`src/rtl/ctrlsrc_sched_if.sv`:
```
`default_nettype none
// ============================================================================
// Module      : ctrlsrc_sched_if
// Description : Requester/gain bus between test sequencing and ctrlsrc_sched.
// Revision    : 1.0
// ============================================================================
interface ctrlsrc_sched_if #(
  parameter int W = 16,
  parameter int N = 4
);
  localparam int OW = (N > 1) ? $clog2(N) : 1;

  logic [N-1:0]        req;
  logic [N*W-1:0]      tgt;
  logic [N-1:0]        ack;
  logic signed [W-1:0] gain;
  logic                busy;
  logic [OW-1:0]       owner;

  modport master (output req, tgt, input ack, gain, busy, owner);
  modport slave  (input req, tgt, output ack, gain, busy, owner);
endinterface
`default_nettype wire

```
`src/rtl/ctrlsrc_sched.sv`:
```
`default_nettype none
// ============================================================================
// Module      : ctrlsrc_sched
// Description : Round-robin scheduler slewing one shared controlled-source
//               gain toward each granted requester's target, then acking.
//               Define CTRLSRC_SLEW_EN for stepped slew; otherwise the gain
//               jumps straight to the target.
// Revision    : 1.0
// ============================================================================
module ctrlsrc_sched #(
  parameter int W      = 16,
  parameter int N      = 4,
  parameter int STEP   = 16,
  parameter int DIV    = 4,
  parameter int SETTLE = 2
) (
  input  wire logic      clk,
  input  wire logic      rst,
  ctrlsrc_sched_if.slave bus
);
  localparam int OW = (N > 1) ? $clog2(N) : 1;
  localparam int SW = (SETTLE > 1) ? $clog2(SETTLE) : 1;
  localparam logic [SW-1:0] c_stl_last = SW'(SETTLE - 1);

  if (STEP < 1 || DIV < 1 || SETTLE < 0) begin : g_cfg_check
    $error("ctrlsrc_sched: STEP and DIV must be >= 1, SETTLE >= 0");
  end

  typedef enum logic [2:0] {
    S_IDLE   = 3'd0,
    S_LOAD   = 3'd1,
    S_RAMP   = 3'd2,
    S_SETTLE = 3'd3,
    S_ACK    = 3'd4
  } state_t;

  state_t              state_q, state_d;
  logic signed [W-1:0] gain_q, gain_d;
  logic signed [W-1:0] tgt_q, tgt_d;
  logic [N-1:0]        ack_q, ack_d;
  logic                busy_q, busy_d;
  logic [OW-1:0]       owner_q, owner_d;
  logic [OW-1:0]       last_q, last_d;
  logic [SW-1:0]       stl_q, stl_d;

  logic                grant_vld;
  logic [OW-1:0]       grant_idx;
  logic signed [W-1:0] tgt_sel;

  // Walk from the farthest candidate to the nearest so the first set bit
  // after last_q is the final assignment.
  always_comb begin
    grant_vld = 1'b0;
    grant_idx = last_q;
    for (int i = N; i >= 1; i--) begin
      if (bus.req[OW'((int'(last_q) + i) % N)]) begin
        grant_vld = 1'b1;
        grant_idx = OW'((int'(last_q) + i) % N);
      end
    end
  end

  always_comb begin
    tgt_sel = '0;
    for (int i = 0; i < N; i++) begin
      if (owner_q == OW'(i)) tgt_sel = bus.tgt[i*W +: W];
    end
  end

`ifdef CTRLSRC_SLEW_EN
  localparam int PW  = (DIV > 1) ? $clog2(DIV) : 1;
  localparam int WP1 = W + 1;
  localparam logic [PW-1:0]         c_div_last = PW'(DIV - 1);
  localparam logic signed [WP1-1:0] c_step     = WP1'(STEP);

  logic [PW-1:0]        pre_q, pre_d;
  logic signed [W:0]    diff;
  logic signed [W-1:0]  gain_step;

  // One extra bit keeps a full-scale span from wrapping.
  always_comb begin
    diff = {tgt_q[W-1], tgt_q} - {gain_q[W-1], gain_q};
    if (diff > c_step)       gain_step = gain_q + W'(STEP);
    else if (diff < -c_step) gain_step = gain_q - W'(STEP);
    else                     gain_step = tgt_q;
  end
`else
  logic ld_q, ld_d;
`endif

  always_comb begin
    state_d = state_q;
    gain_d  = gain_q;
    tgt_d   = tgt_q;
    owner_d = owner_q;
    last_d  = last_q;
    stl_d   = stl_q;
    ack_d   = '0;
`ifdef CTRLSRC_SLEW_EN
    pre_d   = pre_q;
`else
    ld_d    = ld_q;
`endif
    case (state_q)
      S_IDLE: begin
        if (grant_vld) begin
          owner_d = grant_idx;
          state_d = S_LOAD;
        end
      end
      S_LOAD: begin
        tgt_d   = tgt_sel;
`ifdef CTRLSRC_SLEW_EN
        pre_d   = '0;
`else
        ld_d    = 1'b0;
`endif
        state_d = S_RAMP;
      end
      S_RAMP: begin
`ifdef CTRLSRC_SLEW_EN
        if (gain_q == tgt_q) begin
          stl_d = '0;
          if (SETTLE == 0) state_d = S_ACK;
          else             state_d = S_SETTLE;
        end else if (pre_q == c_div_last) begin
          gain_d = gain_step;
          pre_d  = '0;
        end else begin
          pre_d = pre_q + 1'b1;
        end
`else
        // Two-cycle ramp regardless of distance: load, then leave.
        if (ld_q) begin
          stl_d = '0;
          if (SETTLE == 0) state_d = S_ACK;
          else             state_d = S_SETTLE;
        end else begin
          gain_d = tgt_q;
          ld_d   = 1'b1;
        end
`endif
      end
      S_SETTLE: begin
        if (stl_q == c_stl_last) state_d = S_ACK;
        else                     stl_d   = stl_q + 1'b1;
      end
      S_ACK: begin
        last_d  = owner_q;
        state_d = S_IDLE;
      end
      default: state_d = S_IDLE;
    endcase

    // A withdrawn request abandons the grant with gain frozen where it is.
    if ((state_q == S_LOAD || state_q == S_RAMP || state_q == S_SETTLE) &&
        !bus.req[owner_q]) begin
      state_d = S_IDLE;
      gain_d  = gain_q;
      last_d  = owner_q;
    end

    if (state_d == S_ACK) begin
      for (int i = 0; i < N; i++) ack_d[i] = (owner_q == OW'(i));
    end
    busy_d = (state_d != S_IDLE);
  end

  always_ff @(posedge clk) begin
    if (rst) begin
      state_q <= S_IDLE;
      gain_q  <= '0;
      tgt_q   <= '0;
      ack_q   <= '0;
      busy_q  <= 1'b0;
      owner_q <= '0;
      last_q  <= OW'(N - 1);
      stl_q   <= '0;
`ifdef CTRLSRC_SLEW_EN
      pre_q   <= '0;
`else
      ld_q    <= 1'b0;
`endif
    end else begin
      state_q <= state_d;
      gain_q  <= gain_d;
      tgt_q   <= tgt_d;
      ack_q   <= ack_d;
      busy_q  <= busy_d;
      owner_q <= owner_d;
      last_q  <= last_d;
      stl_q   <= stl_d;
`ifdef CTRLSRC_SLEW_EN
      pre_q   <= pre_d;
`else
      ld_q    <= ld_d;
`endif
    end
  end

  assign bus.ack   = ack_q;
  assign bus.gain  = gain_q;
  assign bus.busy  = busy_q;
  assign bus.owner = owner_q;

endmodule
`default_nettype wire

```
`src/flat_wrapper.sv`:
```
// flat-port wrapper written by rule: the top's interface ports become plain ports
module ctrlsrc_sched_flat 
#(
  parameter int W      = 16,
  parameter int N      = 4,
  parameter int STEP   = 16,
  parameter int DIV    = 4,
  parameter int SETTLE = 2
)
  (clk, rst, bus_req, bus_tgt, bus_ack, bus_gain, bus_busy, bus_owner);
  ctrlsrc_sched_if #(.W(W), .N(N)) bus_i ();
  input  wire logic clk;
  input  wire logic rst;
  input wire logic [$bits(bus_i.req)-1:0] bus_req;
  input wire logic [$bits(bus_i.tgt)-1:0] bus_tgt;
  output wire logic [$bits(bus_i.ack)-1:0] bus_ack;
  output wire logic [$bits(bus_i.gain)-1:0] bus_gain;
  output wire logic [$bits(bus_i.busy)-1:0] bus_busy;
  output wire logic [$bits(bus_i.owner)-1:0] bus_owner;
  assign bus_i.req = bus_req;
  assign bus_i.tgt = bus_tgt;
  assign bus_ack = bus_i.ack;
  assign bus_gain = bus_i.gain;
  assign bus_busy = bus_i.busy;
  assign bus_owner = bus_i.owner;
  ctrlsrc_sched #(.W(W), .N(N), .STEP(STEP), .DIV(DIV), .SETTLE(SETTLE)) u_core (.clk(clk), .rst(rst), .bus(bus_i));
endmodule
```
`config.mk`:
```
export PLATFORM = sky130hd
export DESIGN_NAME = ctrlsrc_sched_flat
export DESIGN_NICKNAME = d
export VERILOG_FILES = /design/src/rtl/ctrlsrc_sched_if.sv /design/src/rtl/ctrlsrc_sched.sv /design/src/flat_wrapper.sv
export SDC_FILE = /design/constraint.sdc
export NUM_CORES = 1
export LEC_CHECK = 0
export BUFFER_PORTS_ARGS = -buffer_cell sky130_fd_sc_hd__buf_2
export CORE_ASPECT_RATIO = 1.4
export CORE_UTILIZATION = 49
export CTS_BUF_LIST = sky130_fd_sc_hd__clkbuf_8
export DETAILED_ROUTE_END_ITERATION = 16
export GPL_TIMING_DRIVEN = 1
export PLACE_DENSITY = 0.92
export RECOVER_POWER = 100
export SLEW_MARGIN = 15
export SYNTH_ARGS = -nofsm -noshare
export SYNTH_HDL_FRONTEND = slang
export SYNTH_SLANG_ARGS = --single-unit
```
`constraint.sdc`:
```
create_clock -name clk -period 2.2 [get_ports clk]
set_clock_uncertainty 0.2 [all_clocks]
set_input_delay 0.66 -clock clk [delete_from_list [all_inputs] [get_ports clk]]
set_output_delay 0.66 -clock clk [all_outputs]
set_load 0.005 [all_outputs]
```
==> metrics.txt, run 1 <==
Pwr Total=1.92 mW; gr usage total=23.5%; Post-Syn Nets=313; hold path start=u_core.tgt_q[11]$_SDFFE_PP0P_; CP peak stage delay=0.38 ns; ANT nets after route=0; synth top area cells=dfxtp_1, mux4_2, nand2_1; H-tree depth=2; CP required=1.34 ns; CTS tree=done; Critical Path AT=1.23 ns; PnR worst setup slack=0.110 ns; cell-internal power=1.35 mW; CP endpoint kind=primary output; global-route wire length before repair=8420 um; initial DRC count=70; Worst-Margin Slew=0.599 ns; setup TNS=0 ns; port bufs=92; Bufs and invs on worst path=2; CTS Buf Count=5; post-synth cell types=30; initial antenna violation count=0; Final Hold Viols=0; synthesized area=2170 sq um; HP Class=flop to flop; Slew Limit Fails=0; RSZ-0062 raised after global routing=no; Longest Clk Path Bufs=2; Tmin final=2.09 ns; max_slew headroom=59.7%; Seq pwr share=48.8%; remaining global-route overflow=0; CP Class=flop to primary output; most numerous cell in the Yosys netlist=nand2_1; Total Wirelength=5160 um; Vias/cell=5.30; final instance area=2740 sq um; Sw Ratio=29.7%; critical path peak fanout=8; final core utilization=64.6%; Synth Warn #=0; CP Launch Type=flop; Worst path slowest cell=dfxtp_1; R2R cell count=4; CTS Hold Buffers Added=0; Lkg Pwr=1.15 nW; die width=58.3 um; Max-Cap Viols=0; Fillers=362; GPL Wtd Cong=0.834; WHS Path Cells=2; Site Rows=28; post-CTS sizing=0; register-to-register setup slack=0.21 ns; ANT cells=0; Wirelength per Cell=13.1 um; post-DP HPWL=4020 um; CP top delay family=buffers and inverters; reg2reg start=u_core.state_q[1]$_SDFF_PP0_; Die Area=4710 sq um; Tcrit/Tclk final=95.0%; power per cell area=701 nW/um^2; sequential fraction of the synthesis area=42.4%; Synth Register Bits=46; Finish-stage setup viols=0; post-synth top area cell=dfxtp_1; pin count of the biggest net entering global routing=32; Syn Inst Count=243; IO Pins=93; Sink Count=46; fin nets=403; Core Region=4240 sq um; Clock Latency Late Sink=0.30 ns; DRT Pass-1 Iters=4; maximum VDD drop=0.456 mV; Placed Area=2680 sq um; number of enable flip-flop cells after synthesis=0; top_reg_cell synth=dfxtp_1; WHS Endpoint=u_core.bus.gain[11]$_SDFFE_PP0P_; syn avg cell area=8.94 sq um; Clock power frac=27.3%; Die Height=80.8 um; Root Driver=clkbuf_8; DR DRC count=0; switching power=0.571 mW; Syn-to-layout area delta=26.2%; Initial Util=51.2%; Post-CTS Setup Inserts=0; via count=2089; max frequency=479 MHz; critical path cell sequence=clkbuf_1, buf_2; Reg clk slew, reported paths=0.09 ns; FF-to-FF End=u_core.bus.gain[12]$_SDFFE_PP0P_; layout cells sized above 1=35.0%; status=complete, no violations; synth cell count leaders=nand2_1, dfxtp_1, a21oi_1, mux4_2, nor2_1; pre-CTS WS=-0.0000897 ns; Post-synth ARST share=0%; vias in the first global route=1958; combinational share of power=23.9%; Synth top area share=42.4%
## power by group through the flow
stage	sequential (mW)	clock, mW	combinational [mW]
2_1_floorplan	0.936	0	0.348
3_3_place_gp	0.952	0	0.452
3_5_place_dp	0.954	0	0.468
4_1_cts	0.935	0.525	0.470
5_1_grt	0.945	0.556	0.509
6_report	0.936	0.524	0.460
## metrics by stage
step           cells  hold slack [ns]
6_report         394            0.255
3_5_place_dp     386            0.246
3_3_place_gp     386            0.238
5_1_grt          394            0.274
4_1_cts          394            0.256
2_1_floorplan    243            0.232
## flip-flops by register name (all words and copies together) (netlist names)
name	flops
u_core.bus.gain	16
u_core.tgt_q	16
u_core.bus.ack	4
u_core.state_q	3
u_core.bus.owner	2
u_core.last_q	2
u_core.bus.busy	1
u_core.ld_q	1
u_core.stl_q	1
## layout by cell type, fill, tap and decap left out, drive strengths merged
cell      synthesis  final
dfxtp            46     46
clkinv            0      2
inv               4      4
nor4              2      2
nand3             2      2
nor3              6      6
buf              11     88
clkinvlp          0      1
nor2             12     12
nand2            71     71
a21o              1      1
a211oi            1      1
a311oi            1      1
a31oi             1      1
mux2i             2      2
nor3b             3      3
a31o              1      1
a2111oi           2      2
or2               1      1
o21ai             4      4
clkbuf            9     20
or3               1      1
a21oi            35     35
a22oi             2      2
nand2b            2      2
a221oi            1      1
mux4             17     17
nor2b             2      2
and3              3      3
## how the worst max path moves through the flow
stage | end | slack (ns) | cells past startpoint | from
after floorplan | u_core.bus.gain[10]$_SDFFE_PP0P_ | 0.17 | 6 | bus_req[3]
after global placement | u_core.bus.gain[6]$_SDFFE_PP0P_ | 0.04 | 5 | bus_req[0]
after detailed placement | u_core.bus.gain[3]$_SDFFE_PP0P_ | -0.00009 | 5 | bus_req[0]
after CTS | bus_owner[0] | 0.09 | 2 | u_core.bus.owner[0]$_SDFFE_PP0P_
after global routing | bus_owner[0] | 0.01 | 2 | u_core.bus.owner[0]$_SDFFE_PP0P_
final | bus_owner[1] | 0.11 | 2 | u_core.bus.owner[1]$_SDFFE_PP0P_
## cells by family after synthesis
logic type / after synthesis / share of synthesized area, %
buffers and inverters: 24 / 5.76
multiplexers: 19 / 18.5
AND/OR/NAND/NOR: 105 / 20.6
flip-flops: 46 / 42.4
AO/OA/AOI/OAI: 49 / 12.7
## layout make-up
cell class	instances	area, sq um	area share (%)
clock buffers	5	68.8	2.51
clock inverters	3	21.3	0.776
inverters	4	15.0	0.548
multi-input cells	173	1130	41.1
flip-flops and latches	46	921	33.6
well taps	60	75.1	2.74
repair buffers	103	513	18.7
## layer usage
metal  vias to the layer above  wire length (um)  GRT usage, %
li1                       1022                 -             -
met1                       975              1970          26.0
met2                        84              2760          41.8
met3                         8               327          5.57
met4                         0               102          11.4
met5                         -                 0             0
## worst min-delay path, cell delays in order (launching register included)
cell     delay, ns
dfxtp_1       0.32
nand2_1       0.05
a21oi_1       0.05
(Power assumes the default switching activity.)
==> run 2: changes to the inputs <==
--- a/config.mk
+++ b/config.mk
@@ -7,11 +7,11 @@
 export LEC_CHECK = 0
 export BUFFER_PORTS_ARGS = -buffer_cell sky130_fd_sc_hd__buf_2
 export CORE_ASPECT_RATIO = 1.4
-export CORE_UTILIZATION = 49
+export CORE_UTILIZATION = 44
 export CTS_BUF_LIST = sky130_fd_sc_hd__clkbuf_8
 export DETAILED_ROUTE_END_ITERATION = 16
 export GPL_TIMING_DRIVEN = 1
-export PLACE_DENSITY = 0.92
+export PLACE_DENSITY = 0.88
 export RECOVER_POWER = 100
 export SLEW_MARGIN = 15
 export SYNTH_ARGS = -nofsm -noshare
==> constraint.sdc (replaced) <==
create_clock -name clk -period 1.8 [get_ports clk]
set_clock_uncertainty 0.2 [all_clocks]
set_input_delay 0.54 -clock clk [delete_from_list [all_inputs] [get_ports clk]]
set_output_delay 0.54 -clock clk [all_outputs]
set_load 0.005 [all_outputs]
==> run 2 against run 1 <==
Compared with the run above:
- final area grew 5.3%
- die area grew 11%
- sequential power grew 23%
- critical path depth is the same
- worst hold slack is essentially flat
- non-clock buffer count grew 6
- clock-buffer cell count is the same
- critical path type unchanged
- highest routed layer unchanged
==> metrics.txt, run 2 (synthesis results as in run 1) <==
status=complete, no violations; GPL Wtd Cong=0.877; setup TNS=0 ns; Die Height=85.1 um; IO Pins=93; CTS tree=done; placed instance count=393; DR DRC count=0; Wirelength per Cell=13.9 um; initial DRC count=89; ANT cells=0; Pwr Total=2.55 mW; most common cell after layout, fill and taps aside=buf_2; Clock Latency Late Sink=0.30 ns; critical path peak fanout=25; remaining global-route overflow=0; CTS Buf Count=5; Die Area=5230 sq um; pre-CTS WS=-0.183 ns; Site Rows=29; CP Class=flop to primary output; initial antenna violation count=0; Lkg Pwr=1.21 nW; ANT nets after route=0; Final Hold Viols=0; Critical Path AT=1.03 ns; met2 wire len=2880 um; Core Region=4640 sq um; hold path start=u_core.bus.gain[1]$_SDFFE_PP0P_; RSZ-0062 raised after global routing=yes; CP endpoint kind=primary output; Critical path origin=u_core.bus.owner[1]$_SDFFE_PP0P_; DRT Pass-1 Iters=4; DR top layer=met4; H-tree depth=2; most frequent cells in the layout=buf_2, nand2_1, dfxtp_1, a21oi_1, mux4_2; PnR worst setup slack=0.0273 ns; post-DP HPWL=4150 um; Vias/cell=5.37; Finish-stage setup viols=0; max_slew headroom=53.6%; Fillers=418; die width=61.4 um; Reg clk slew, reported paths=0.08 ns; Initial Util=46.8%; WL met3=462 um; vias in the first global route=2079; pin count of the biggest net entering global routing=26; Worst-Margin Slew=0.690 ns; Longest Clk Path Bufs=2; layout cells sized above 1=38.2%; port bufs=92; Sink Count=46; Syn-to-layout area delta=32.8%; power per cell area=885 nW/um^2; Total Wirelength=5580 um; CTS Hold Buffers Added=0; CP Launch Type=flop; maximum VDD drop=0.626 mV; Max-Cap Viols=0; via count=2157; DRT met1 WL=2060 um; gr usage total=22.2%; CP required=1.06 ns; max frequency=564 MHz; Tcrit/Tclk final=98.5%; final core utilization=62.1%; Root Driver=clkbuf_8; fin nets=409; Final Non-Filler Cells=402; reg2reg start=u_core.bus.owner[0]$_SDFFE_PP0P_; Slew Limit Fails=0; global-route wire length before repair=8710 um; Tmin final=1.77 ns; HP Class=flop to flop
## run 2: changes by cell type in the layout (fill, tap and decap cells not counted), sizes merged
cell,change
clkinv,-1
bufinv,+1
inv,+1
clkinvlp,-1
clkbuf,-3
buf,+9
## run 2: final cells by class
| type | instances | area [sq um] | share of cell area (%) |
|---|---|---|---|
| tap | 62 | 77.6 | 2.69 |
| clock buffer | 5 | 68.8 | 2.39 |
| clock inverter | 3 | 43.8 | 1.52 |
| inverter | 4 | 15.0 | 0.521 |
| timing repair buffer | 109 | 611 | 21.2 |
| multi-input combinational | 173 | 1140 | 39.6 |
| sequential | 46 | 926 | 32.1 |
## run 2: routing by layer
layer / vias to the layer above / track usage, %
li1: 1036 / -
met1: 985 / 23.8
met2: 115 / 38.2
met3: 21 / 6.55
met4: 0 / 11.3
met5: - / 0
## run 2: path summary, 6_finish.rpt
check | end | slack, ns | cells past startpoint
worst max register to register | u_core.last_q[0]$_SDFFE_PP1P_ | 0.06 | 4
worst min-delay path | u_core.bus.gain[1]$_SDFFE_PP0P_ | 0.25 | 2
worst max-delay path | bus_owner[1] | 0.03 | 2
worst min register to register | u_core.bus.gain[1]$_SDFFE_PP0P_ | 0.25 | 2
## run 2: critical path, stage by stage, from the launching register on
cell and delay (ns):
dfxtp_1 0.41, buf_12 0.19, buf_2 0.13
## run 2: where the power goes
part           total [mW]  leakage [nW]  switching (mW)  internal (mW)
registers            1.15         0.375          0.0643           1.09
logic               0.629         0.774           0.295          0.334
clock network       0.770        0.0585           0.354          0.416
## run 2: repair_timing
action                                  in CTS  in global routing
pin swaps                                    0                  1
hold endpoints to repair                     0                  0
endpoints found under the setup margin       3                  6
setup buffers                                1                  0
resized for setup                            5                  4
## run 2: metrics by stage
| stage | hold WS [ns] | area [sq um] |
|---|---|---|
| 6_report | 0.255 | 2880 |
| 5_1_grt | 0.270 | 2880 |
| 4_1_cts | 0.256 | 2890 |
| 3_5_place_dp | 0.244 | 2750 |
| 3_3_place_gp | 0.241 | 2750 |
| 2_1_floorplan | 0.232 | 2180 |
